File: src/rtl/fifo_pkg.sv
// Constants and state encoding shared by the word FIFO and its serial transmitter.
package fifo_pkg;

  localparam int FIFO_DATA_W = 6;
  localparam int FIFO_DEPTH  = 8;

  typedef enum logic [2:0] {
    IDLE,
    POP,
    LOAD,
    START,
    DATA,
    PARITY,
    STOP
  } tx_state_t;

endpackage

File: src/rtl/fifo_tx_serializer_if.sv
// FIFO read port: the serializer (master) pops and the FIFO (slave) supplies registered data.
interface fifo_tx_serializer_if
  import fifo_pkg::*;
#(
  parameter int DATA_W = FIFO_DATA_W
);

  logic              fifo_empty;
  logic [DATA_W-1:0] fifo_data;
  logic              fifo_rd_en;

  modport master (input fifo_empty, input fifo_data, output fifo_rd_en);
  modport slave  (output fifo_empty, output fifo_data, input fifo_rd_en);

endinterface

File: src/rtl/fifo_tx_bit_timer.sv
// Serial bit-period timer; bit_tick marks the last clk of each bit period.
module fifo_tx_bit_timer #(
  parameter int CLKS_PER_BIT = 4
) (
  input  logic clk,
  input  logic rst_n,
  input  logic clear,
  output logic bit_tick
);

  localparam int CNT_W = (CLKS_PER_BIT > 1) ? $clog2(CLKS_PER_BIT) : 1;
  localparam logic [CNT_W-1:0] LAST_CNT = CNT_W'(CLKS_PER_BIT - 1);

  logic [CNT_W-1:0] cnt;

  assign bit_tick = (cnt == LAST_CNT);

  always_ff @(posedge clk or negedge rst_n) begin
    if (!rst_n) begin
      cnt <= '0;
    end else if (clear || bit_tick) begin
      cnt <= '0;
    end else begin
      cnt <= cnt + CNT_W'(1);
    end
  end

endmodule

File: src/rtl/fifo_tx_serializer.sv
// Pops FIFO words and sends each as start, LSB-first data, optional even parity, stop.
module fifo_tx_serializer
  import fifo_pkg::*;
#(
  parameter int DATA_W       = FIFO_DATA_W,
  parameter int CLKS_PER_BIT = 4,
  parameter int PARITY_EN    = 1
) (
  input  logic                        clk,
  input  logic                        rst_n,
  input  logic                        tx_enable,
  fifo_tx_serializer_if.master        fifo,
  output logic                        tx,
  output logic                        busy,
  output logic                        frame_done
);

  localparam int IDX_W = (DATA_W > 1) ? $clog2(DATA_W) : 1;
  localparam logic [IDX_W-1:0] LAST_IDX = IDX_W'(DATA_W - 1);

  tx_state_t         state;
  logic [DATA_W-1:0] shift_reg;
  logic [DATA_W-1:0] shifted;
  logic [IDX_W-1:0]  bit_idx;
  logic              parity;
  logic              bit_tick;
  logic              timer_clear;

  assign shifted     = shift_reg >> 1;
  assign timer_clear = !(state inside {START, DATA, PARITY, STOP});
  assign frame_done  = (state == STOP) && bit_tick;

  fifo_tx_bit_timer #(
    .CLKS_PER_BIT(CLKS_PER_BIT)
  ) u_bit_timer (
    .clk     (clk),
    .rst_n   (rst_n),
    .clear   (timer_clear),
    .bit_tick(bit_tick)
  );

  // tx is loaded with the value of the state being entered, so it is valid from that state's first cycle
  always_ff @(posedge clk or negedge rst_n) begin
    if (!rst_n) begin
      state           <= IDLE;
      shift_reg       <= '0;
      bit_idx         <= '0;
      parity          <= 1'b0;
      tx              <= 1'b1;
      busy            <= 1'b0;
      fifo.fifo_rd_en <= 1'b0;
    end else begin
      fifo.fifo_rd_en <= 1'b0;
      unique case (state)
        IDLE: begin
          if (tx_enable && !fifo.fifo_empty) begin
            state           <= POP;
            fifo.fifo_rd_en <= 1'b1;
            busy            <= 1'b1;
          end
        end
        POP: begin
          state <= LOAD;
        end
        LOAD: begin
          shift_reg <= fifo.fifo_data;
          parity    <= ^fifo.fifo_data;
          tx        <= 1'b0;
          state     <= START;
        end
        START: begin
          if (bit_tick) begin
            state   <= DATA;
            bit_idx <= '0;
            tx      <= shift_reg[0];
          end
        end
        DATA: begin
          if (bit_tick) begin
            if (bit_idx == LAST_IDX) begin
              if (PARITY_EN != 0) begin
                state <= PARITY;
                tx    <= parity;
              end else begin
                state <= STOP;
                tx    <= 1'b1;
              end
            end else begin
              bit_idx   <= bit_idx + IDX_W'(1);
              shift_reg <= shifted;
              tx        <= shifted[0];
            end
          end
        end
        PARITY: begin
          if (bit_tick) begin
            state <= STOP;
            tx    <= 1'b1;
          end
        end
        STOP: begin
          if (bit_tick) begin
            state <= IDLE;
            busy  <= 1'b0;
          end
        end
        default: begin
          state <= IDLE;
          tx    <= 1'b1;
          busy  <= 1'b0;
        end
      endcase
    end
  end

endmodule
File: src/flat_wrapper.sv
// flat-port wrapper written by rule: the top's interface ports become plain ports
module fifo_tx_serializer_flat import fifo_pkg::*;
#(
  parameter int DATA_W       = FIFO_DATA_W,
  parameter int CLKS_PER_BIT = 4,
  parameter int PARITY_EN    = 1
)
  (clk, rst_n, tx_enable, tx, busy, frame_done, fifo_fifo_empty, fifo_fifo_data, fifo_fifo_rd_en);
  fifo_tx_serializer_if #(.DATA_W(DATA_W)) fifo_i ();
  input  logic clk;
  input  logic rst_n;
  input  logic tx_enable;
  output logic tx;
  output logic busy;
  output logic frame_done;
  input wire logic [$bits(fifo_i.fifo_empty)-1:0] fifo_fifo_empty;
  input wire logic [$bits(fifo_i.fifo_data)-1:0] fifo_fifo_data;
  output wire logic [$bits(fifo_i.fifo_rd_en)-1:0] fifo_fifo_rd_en;
  assign fifo_i.fifo_empty = fifo_fifo_empty;
  assign fifo_i.fifo_data = fifo_fifo_data;
  assign fifo_fifo_rd_en = fifo_i.fifo_rd_en;
  fifo_tx_serializer #(.DATA_W(DATA_W), .CLKS_PER_BIT(CLKS_PER_BIT), .PARITY_EN(PARITY_EN)) u_core (.clk(clk), .rst_n(rst_n), .tx_enable(tx_enable), .fifo(fifo_i), .tx(tx), .busy(busy), .frame_done(frame_done));
endmodule
File: config.mk
export PLATFORM = sky130hd
export DESIGN_NAME = fifo_tx_serializer_flat
export DESIGN_NICKNAME = d
export VERILOG_FILES = /design/src/rtl/fifo_pkg.sv /design/src/rtl/fifo_tx_serializer_if.sv /design/src/rtl/fifo_tx_bit_timer.sv /design/src/rtl/fifo_tx_serializer.sv /design/src/flat_wrapper.sv
export SDC_FILE = /design/constraint.sdc
export NUM_CORES = 1
export LEC_CHECK = 0
export ABC_AREA = 1
export CORE_MARGIN = 2
export CORE_UTILIZATION = 43
export CTS_CLUSTER_DIAMETER = 60
export CTS_CLUSTER_SIZE = 25
export DETAILED_ROUTE_END_ITERATION = 16
export GPL_TIMING_DRIVEN = 0
export HOLD_SLACK_MARGIN = 0.05
export PLACE_DENSITY = 0.67
export SYNTH_ARGS = -nofsm -noshare
export SYNTH_HDL_FRONTEND = slang
export SYNTH_SLANG_ARGS = --single-unit
File: constraint.sdc
create_clock -name clk -period 1.4 [get_ports clk]
set_clock_uncertainty 0.15 [all_clocks]
set_input_delay 0.21 -clock clk [delete_from_list [all_inputs] [get_ports clk]]
set_output_delay 0.21 -clock clk [all_outputs]
set_load 0.01 [all_outputs]
==> impl_metrics.ini <==
[power]
leakagePower_nw = 0.853
ir_drop_uv = 1410
p_per_area_nw_per_um2 = 1910

[sta]
max_freq_ghz = 0.646
worst_pin_slew_ns = 0.829
setup_ws_ns = -0.148
setup_viol = 15
hold_violations = 0
fin_tns_setup_ns = -1.49
slew_headroom_pct = 44.6
finalCritPeriodShare_pct = 111
rsz0062_at_grt = yes
drv_slew = 0
period_minus_slack_ns = 1.55

[cts]
cts_tree = yes
cts_buffers = 3
clkSlewWorstSetupHoldPaths_ns = 0.11
htreeDepth = 1
clkSinkCount = 18
hold_buffers = 0
clk_latency_ns = 0.30
ctsLongestPathBuffers = 2
cts-root-buf = clkbuf_4

[synth]
syn_inst = 157
synth_seq_area_share_pct = 39.0
ys_types = 25
ys_ff_latch = 18
yosysWarningCount = 0
netlist_area_sq_um = 1160
avgSynthCellArea_sq_um = 7.38
syn-num-nets = 170

[floorplanning]
num_rows = 18
die_x_um = 55.9
ioPinCount = 14
coreArea_sq_um = 2520
initial_utilization_pct = 45.9
dieArea_sq_um = 3130
fp.dieH_um = 55.9

[placement]
place_congestion = 0.788
place_hpwl_um = 1660
io_buffers = 13
pre_cts_ws_ns = -0.328

[layout]
largest_register_ffs = 6
fillerInstances = 214
insertedDiodeCount = 0
drive_gt1_share_pct = 35.6
multi_input_area_sq_um = 711
layout_commonest_cell = nand2_1
regArea_sq_um = 454
final_cell_mix = nand2_1, dfrtp_1, inv_1, buf_4, nand2_2
area_growth_pct = 42.8
final_util_pct = 65.6
final_nets = 205

[worst_setup_path]
path_common_cell = nand2_1
path_class = reg2reg
path_cells = buf_12, nor2_8, buf_4, nand2_2, nand2_1, nand3_1, nand2_1, o21ai_0
regToRegStartpoint = u_core.state[1]
cp.arrival_ns = 1.58
path_depth = 8
critical_path.endpoint_type = register
path_max_fanout = 6
cpMaxStageDelayCell = dfrtp_2
cp-start-kind = register
reg2reg_depth = 8
worstReg2RegEnd = u_core.busy
path_buf_inv = 2
cp-startpoint = u_core.state[1]
path_delay_family = flip-flops
rrSetupSlack_ns = -0.15
cp-endpoint = u_core.busy
cp.required_ns = 1.44
slowest_delay_ns = 0.46

[grt]
antenna_found_initial = 0
globalRouteTotalUtil_pct = 16.6
grt_pass1_wl_um = 4100
grt_pass1_vias = 991
overflow = 0
grt_max_degree = 19

[detailed_routing]
routed_via_density = 4.96
antenna_left = 0
drcViolationCount = 0
wire_per_inst_um = 12.4
wirelength_um = 2740
vias = 1096
drt-initial-drc-count = 14
first_pass_iters = 4

[run]
cap_violations = 0

[outcome]
failed_checks = setup timing
status = complete, but fails checks

[worst_hold_path]
hold_class = in2async
-- cells in the mapped netlist, drive strengths merged --
master / instances / area, sq um
a21oi: 4 / 23.8
buf: 4 / 50.1
dfrtp: 17 / 425
dfstp: 1 / 26.3
ha: 3 / 37.5
inv: 20 / 80.1
nand2: 63 / 254
nand3: 13 / 75.1
nand4: 1 / 6.26
nor2: 12 / 61.3
o21ai: 15 / 86.3
o22ai: 1 / 6.26
xnor2: 1 / 8.76
xor2: 2 / 17.5
-- through the flow --
stage | instances | total power [W] | hold slack [ns] | cell area (sq um)
after detailed placement | 200 | 0.00216 | 0.297 | 1330
final | 221 | 0.00316 | 0.218 | 1650
after global placement | 200 | 0.00213 | 0.271 | 1330
after global routing | 221 | 0.00341 | 0.304 | 1650
after CTS | 214 | 0.00279 | 0.248 | 1500
after floorplan | 157 | 0.00185 | -0.236 | 1160
-- logic make-up (layout without fill, tap and decap cells) --
logic type / Yosys count / count (layout) / share of synthesized area, %
AND/OR/NAND/NOR: 89 / 89 / 34.2
adder cells (fa/ha/maj): 3 / 3 / 3.24
flip-flops: 18 / 18 / 39.0
XOR/XNOR: 3 / 3 / 2.27
AO/OA/AOI/OAI: 20 / 20 / 10.0
buffers and inverters: 24 / 58 / 11.2
-- repair_timing --
| item | in CTS | in global routing |
|---|---|---|
| pin swaps | 6 | 21 |
| endpoints found under the setup margin | 17 | 18 |
| gates resized for setup | 31 | 36 |
| buffers inserted | 10 | 10 |
-- worst min path at each step --
stage	from	endpoint	slack (ns)	depth (start not counted)
2_1_floorplan	rst_n	u_core.bit_idx[0]	-0.24	0
3_3_place_gp	u_core.u_bit_timer.cnt[0]	u_core.u_bit_timer.cnt[0]	0.27	1
3_5_place_dp	u_core.u_bit_timer.cnt[0]	u_core.u_bit_timer.cnt[0]	0.30	1
4_1_cts	rst_n	u_core.state[1]	0.25	1
5_1_grt	rst_n	u_core.state[0]	0.30	1
6_report	rst_n	u_core.state[0]	0.22	1
-- power by group --
| group | internal, W | total, W | switching [W] |
|---|---|---|---|
| Sequential | 0.000744 | 0.000901 | 0.000156 |
| Clock | 0.000159 | 0.000332 | 0.000173 |
| Combinational | 0.000887 | 0.00193 | 0.00104 |
| Total | 0.00179 | 0.00316 | 0.00137 |
-- cell type report --
type	instances	share of cell area, %
timing repair buffer	33	18.6
sequential	18	27.5
multi-input combinational	115	43.0
clock buffer	4	2.19
inverter	20	5.29
tap	30	2.27
buffer	1	1.21
-- layer usage --
metal	GRT usage [%]	share of wire, %
met4	7.14	2.3
met2	31.0	54
met1	18.6	40
met3	2.33	3.5
met5	0	0
Power figures use the tool's default switching activity.
==> variant 1 (config.mk and constraints unchanged) <==
`FIFO_DATA_W`: 6 -> 12.
--- a/src/rtl/fifo_pkg.sv
+++ b/src/rtl/fifo_pkg.sv
@@ -1,7 +1,7 @@
 // Constants and state encoding shared by the word FIFO and its serial transmitter.
 package fifo_pkg;
 
-  localparam int FIFO_DATA_W = 6;
+  localparam int FIFO_DATA_W = 12;
   localparam int FIFO_DEPTH  = 8;
 
   typedef enum logic [2:0] {
Ports: changed (resized fifo_fifo_data); port bits go from 14 to 20. No check against the original RTL was run, so the function may have changed too.
==> variant 1 against the unedited design <==
- the flow still finishes with violations (negative setup slack)
- total power increased by 25%
- sequential cell count increased by 7
- wire length grew 28%
- synthesized area increased by 30%
- cell area rose by 28%
- non-clock buffer count rose by 11
- first-iteration DRC count rose to 3.9 times the old value
- global-route usage grew 1.9 points
- worst setup slack lost 0.050 ns
- via count grew 32%
- critical path type unchanged
- largest cell class unchanged
- largest power group unchanged
==> variant 1: results (changes against the unedited design) <==
Route
  – Starting DRT DRC Count: 55 (+41)
  – Vias per cell: 4.81 (-2.9%)
  – ANT nets after route: 0 (unchanged)
  – Routed WL: 3.51 mm (+28%)
  – TritonRoute pass-1 iters: 5 (+1)

Layout
  – Share of cells above drive strength 1: 0.306 (-0.0501)
  – CLK BUF: 4 (unchanged)
  – Number of multi-input logic gates: 146 (+27%)
  – Final non-clock buffer share: 0.188 (-0.0102)
  – Nets: 274 (+34%)
  – Top class by area: multi-input combinational cells
  – Fraction of area in registers: 0.298 (+0.0233)
  – Fill count: 309 (+44%)
  – Non-filler cells, final: 301 (+36%)
  – Layout clock area frac: 0.0124 (-0.00953)
  – Area delta synth->final: 41.0%
  – Non-Clock Buffer Count: 45 (+32%)
  – Area of the multi-input gates: 858 um2 (+21%)
  – Max FFs per register: 12 (+6)
  – Non-clock inverter count in the final layout: 35 (+75%)

GRT
  – First-pass GRT wire length: 5.95 mm (+45%)
  – Largest net degree at the start of global routing: 26 (+7)
  – Total Routing Usage GR: 0.185 (+0.0188)
  – Vias in the first global route: 1396 (+41%)
  – Initial antenna violation count: 0 (unchanged)

Timing
  – Final setup TNS: -3.20 ns (-1.71 ns)
  – Final setup violation count: 22 (+7)
  – Worst setup margin: -0.198 ns (-0.0500 ns)
  – Max_slew headroom: 0.240 (-0.206)

Setup path
  – Worst Reg-to-Reg Cells: 9 (+1)
  – CP max FO: 6 (unchanged)
  – Slowest stage delay, CP: 0.45 ns
  – Cell family with most CP delay: simple AND/OR/NAND/NOR gates
  – Arr. time, crit path: 1.67 ns (+0.09 ns)

CTS
  – CTS root buf: clkbuf_4
  – Reg clk slew, reported paths: 0.14 ns (+0.03 ns)
  – CTS buffer count: 3 (unchanged)
  – Clock latency on the worst-skew pair: 0.32 ns (+0.02 ns)
  – Sink Count: 25 (+7)
  – H-tree depth: 1 (unchanged)

Yosys
  – Most used DFF post-synth: dfrtp_1
  – Post-synth ARST share: 1.00 (unchanged)
  – Synth top area cells: dfrtp_1 40%, nand2_1 16%, inv_1 8.0%
  – Cells after Synth: 210 (+34%)
  – Synth cell count leaders: 65 x nand2_1, 32 x inv_1, 24 x dfrtp_1, 20 x nor2_1, 17 x o21ai_0
  – Register area share after synthesis: 0.417 (+0.0277)
  – Syn_nets: 228 (+34%)
  – Distinct cells, synth: 27 (+8.0%)

Run status
  – Failing checks: negative setup slack
  – Status: complete, but fails checks

Power
  – Static Leak: 1.04 nW (+22%)
  – Max VDD drop: 1.04 mV (-26%)

Placed design
  – GP Congestion: 0.875 (+11%)
  – Post-DP Area: 1760 um2 (+33%)
  – Dpl hpwl: 2.29 mm (+38%)
  – Placed instance count: 275 (+38%)
  – # port buffers: 19 (+6)
  – Pre-CTS WS: -0.370 ns (-0.0423 ns)

Die
  – Core area: 3340 um2 (+32%)
variant 1: cell count changes in the layout (fill, tap and decap cells not counted), sizes merged, moves of 2 or more:
cell | unedited run | this run
nand4 | 1 | 3
nor2 | 12 | 23
a21oi | 4 | 10
xnor2 | 1 | 3
clkdlybuf4s50 | 9 | 14
o211ai | 0 | 4
inv | 20 | 35
nand2 | 63 | 67
dfrtp | 17 | 24
xor2 | 2 | 0
buf | 23 | 28
nand3 | 13 | 10
o21ai | 15 | 19
nor3 | 0 | 2
variant 1: logic make-up after synthesis:
group / after synthesis / synth area share
compound gates: 35 / 0.141
xor+xnor: 3 / 0.0175
fa+ha+maj: 2 / 0.0167
buf+inv: 39 / 0.106
flops: 25 / 0.418
simple gates: 106 / 0.302
variant 1: repair_timing:
item	4_1_cts	5_1_grt
gates cloned	1	0
setup endpoints to repair	24	25
buffers inserted	13	8
hold endpoints to repair	0	0
pin swaps	7	9
resized for setup	47	23
variant 1: metal layers:
| metal | vias up | track usage | part of all wire |
|---|---|---|---|
| met2 | 19 | 0.314 | 0.50 |
| met1 | 678 | 0.241 | 0.47 |
| met3 | 4 | 0.0250 | 0.019 |
| met5 | - | 0 | 0 |
| li1 | 748 | - | - |
| met4 | 0 | 0.0611 | 0.0077 |
variant 1: path summary, 6_finish.rpt:
kind / startpoint / end / slack, ns
min in group clk: u_core.tx / u_core.tx / 0.32
min: rst_n / u_core.busy / 0.07
max: u_core.state[0] / u_core.bit_idx[3] / -0.20
max in group asynchronous: rst_n / u_core.state[2] / 0.28
min reg2reg: u_core.tx / u_core.tx / 0.32
max reg2reg: u_core.state[0] / u_core.bit_idx[3] / -0.20
variant 1: power by group:
group          switching (mW)  internal [mW]
Clock                   0.215          0.111
Combinational            1.36           1.07
Sequential              0.166           1.04
==> variant 2 (same settings) <==
Without the edit above. Reset style: synchronous (`rst_n`), changed in 2 clocked blocks.
--- a/src/rtl/fifo_tx_bit_timer.sv
+++ b/src/rtl/fifo_tx_bit_timer.sv
@@ -15,7 +15,7 @@
 
   assign bit_tick = (cnt == LAST_CNT);
 
-  always_ff @(posedge clk or negedge rst_n) begin
+  always_ff @(posedge clk) begin
     if (!rst_n) begin
       cnt <= '0;
     end else if (clear || bit_tick) begin
--- a/src/rtl/fifo_tx_serializer.sv
+++ b/src/rtl/fifo_tx_serializer.sv
@@ -40,7 +40,7 @@
   );
 
   // tx is loaded with the value of the state being entered, so it is valid from that state's first cycle
-  always_ff @(posedge clk or negedge rst_n) begin
+  always_ff @(posedge clk) begin
     if (!rst_n) begin
       state           <= IDLE;
       shift_reg       <= '0;
Check against the original RTL: differs if rst_n is asserted again (counterexample within 4 cycles, from zero or initial values and one cycle with rst_n low); with rst_n held inactive, the same outputs for 10 cycles.
==> variant 2 against the unedited design <==
- the run still ends with negative setup slack left
- cell count down 0.90%
- worst hold slack improved by 0.062 ns
- worst setup slack worse by 0.00097 ns
- total power is 25% lower
- synthesized area is 8.7% lower
- sequential cell count stayed put
- sequential power down 18%
- core utilization up 5.3 points
- clock power is 2% higher
- wire length grew 12%
- cell area fell by 2.4%
- critical path depth decreased by 2
- highest routed layer unchanged
==> variant 2: results (changes against the unedited design) <==
Route
  – TritonRoute pass-1 iters: 4 (unchanged)
  – Routed len/inst: 14.0 um (+13%)
  – Wire length on met2: 1.61 mm (+8.4%)
  – Met1 wire length: 1.27 mm (+16%)
  – Max Used Layer: met4
  – WL met3: 123 um (+27%)
  – Vias per cell: 5.30 (+6.8%)
  – Starting DRT DRC Count: 23 (+9)
  – Routed WL: 3.06 mm (+12%)

Timing
  – Final setup TNS: -1.47 ns (+0.0252 ns)
  – Worst setup margin: -0.149 ns (-0.000967 ns)
  – Final setup violation count: 15 (unchanged)
  – Max_slew headroom: 0.635 (+0.190)

GRT
  – GR Util met2: 0.401 (+0.0917)
  – Largest net degree at the start of global routing: 11 (-8)
  – Global routing usage on met3: 0.0583 (+0.0351)
  – Vias in the first global route: 1104 (+11%)
  – GR Util met1: 0.284 (+0.0983)
  – Total Routing Usage GR: 0.235 (+0.0695)
  – First-pass GRT wire length: 4.83 mm (+18%)

Power
  – Max VDD drop: 1.09 mV (-23%)
  – Static Leak: 0.714 nW (-16%)

Yosys
  – Post-Syn Area per Cell: 6.73 um2 (-8.7%)
  – Register area share after synthesis: 0.341 (-0.0490)
  – Synth top area cells: dfxtp_1 34%, nand2_1 14%, nand3_1 8.5%
  – Post-synth ARST share: 0 (-1.00)
  – Synth cell count leaders: 40 x nand2_1, 19 x nor2_1, 18 x dfxtp_1, 18 x nand3_1, 13 x inv_1
  – Syn_nets: 170 (unchanged)

Placed design
  – Placed instance count: 198 (-1.0%)
  – Post-DP Area: 1240 um2 (-6.1%)
  – Pre-CTS WS: -0.364 ns (-0.0361 ns)
  – Dpl hpwl: 1.75 mm (+5.4%)
  – GP Congestion: 0.855 (+8.5%)

Layout
  – Post-route cell area: 1610 um2 (-2.4%)
  – Final non-clock buffer share: 0.191 (-0.00671)
  – Share of cells above drive strength 1: 0.372 (+0.0157)
  – Layout clock area frac: 0.0225 (+0.000544)
  – Fill count: 180 (-16%)
  – Seq_cells: 18 (unchanged)
  – Fraction of area in registers: 0.232 (-0.0428)
  – Number of multi-input logic gates: 120 (+4.3%)
  – Area of the multi-input gates: 791 um2 (+11%)
  – Non-clock inverter count in the final layout: 15 (-25%)

Run status
  – Status: complete, but fails checks
  – Failing checks: negative setup slack

Setup path
  – CP Class: reg -> out
  – Arr. time, crit path: 1.19 ns (-0.39 ns)
  – Slowest-stage cell, CP: dfxtp_2
  – FF-to-FF Start: u_core.state[1]
  – Slowest stage delay, CP: 0.34 ns (-0.12 ns)

CTS
  – Post-CTS Resized: 47 (+52%)
  – CTS buffer count: 3 (unchanged)
  – H-tree depth: 1 (unchanged)
  – Postcts setup bufs: 13 (+3)

Min path
  – Tightest Hold Check Type: reg -> reg

Die
  – Core area: 2280 um2 (-9.8%)
-- variant 2: cell types whose count changed after synthesis, sizes merged, moves of 2 or more --
cell	before	now
a21oi	4	12
dfrtp	17	0
dfxtp	0	18
inv	20	15
nand2	63	42
nand3	13	18
nor2	12	24
o21ai	15	9
xor2	2	4
-- variant 2: final timing paths --
check | end | slack (ns) | cells past startpoint
worst min-delay path | u_core.u_bit_timer.cnt[0] | 0.28 | 1
worst max register to register | u_core.shift_reg[3] | -0.13 | 8
worst max-delay path | frame_done | -0.15 | 6
worst min register to register | u_core.u_bit_timer.cnt[0] | 0.28 | 1
-- variant 2: logic make-up after synthesis --
kind of cell,synth area share
compound gates,0.123
xor+xnor,0.0497
fa+ha+maj,0.0355
buf+inv,0.0876
flops,0.341
simple gates,0.363
-- variant 2: report_power, final --
| group | internal, mW | switching [mW] | leakage, nW |
|---|---|---|---|
| Sequential | 0.635 | 0.101 | 0.150 |
| Combinational | 0.567 | 0.743 | 0.543 |
| Clock | 0.159 | 0.178 | 0.0210 |
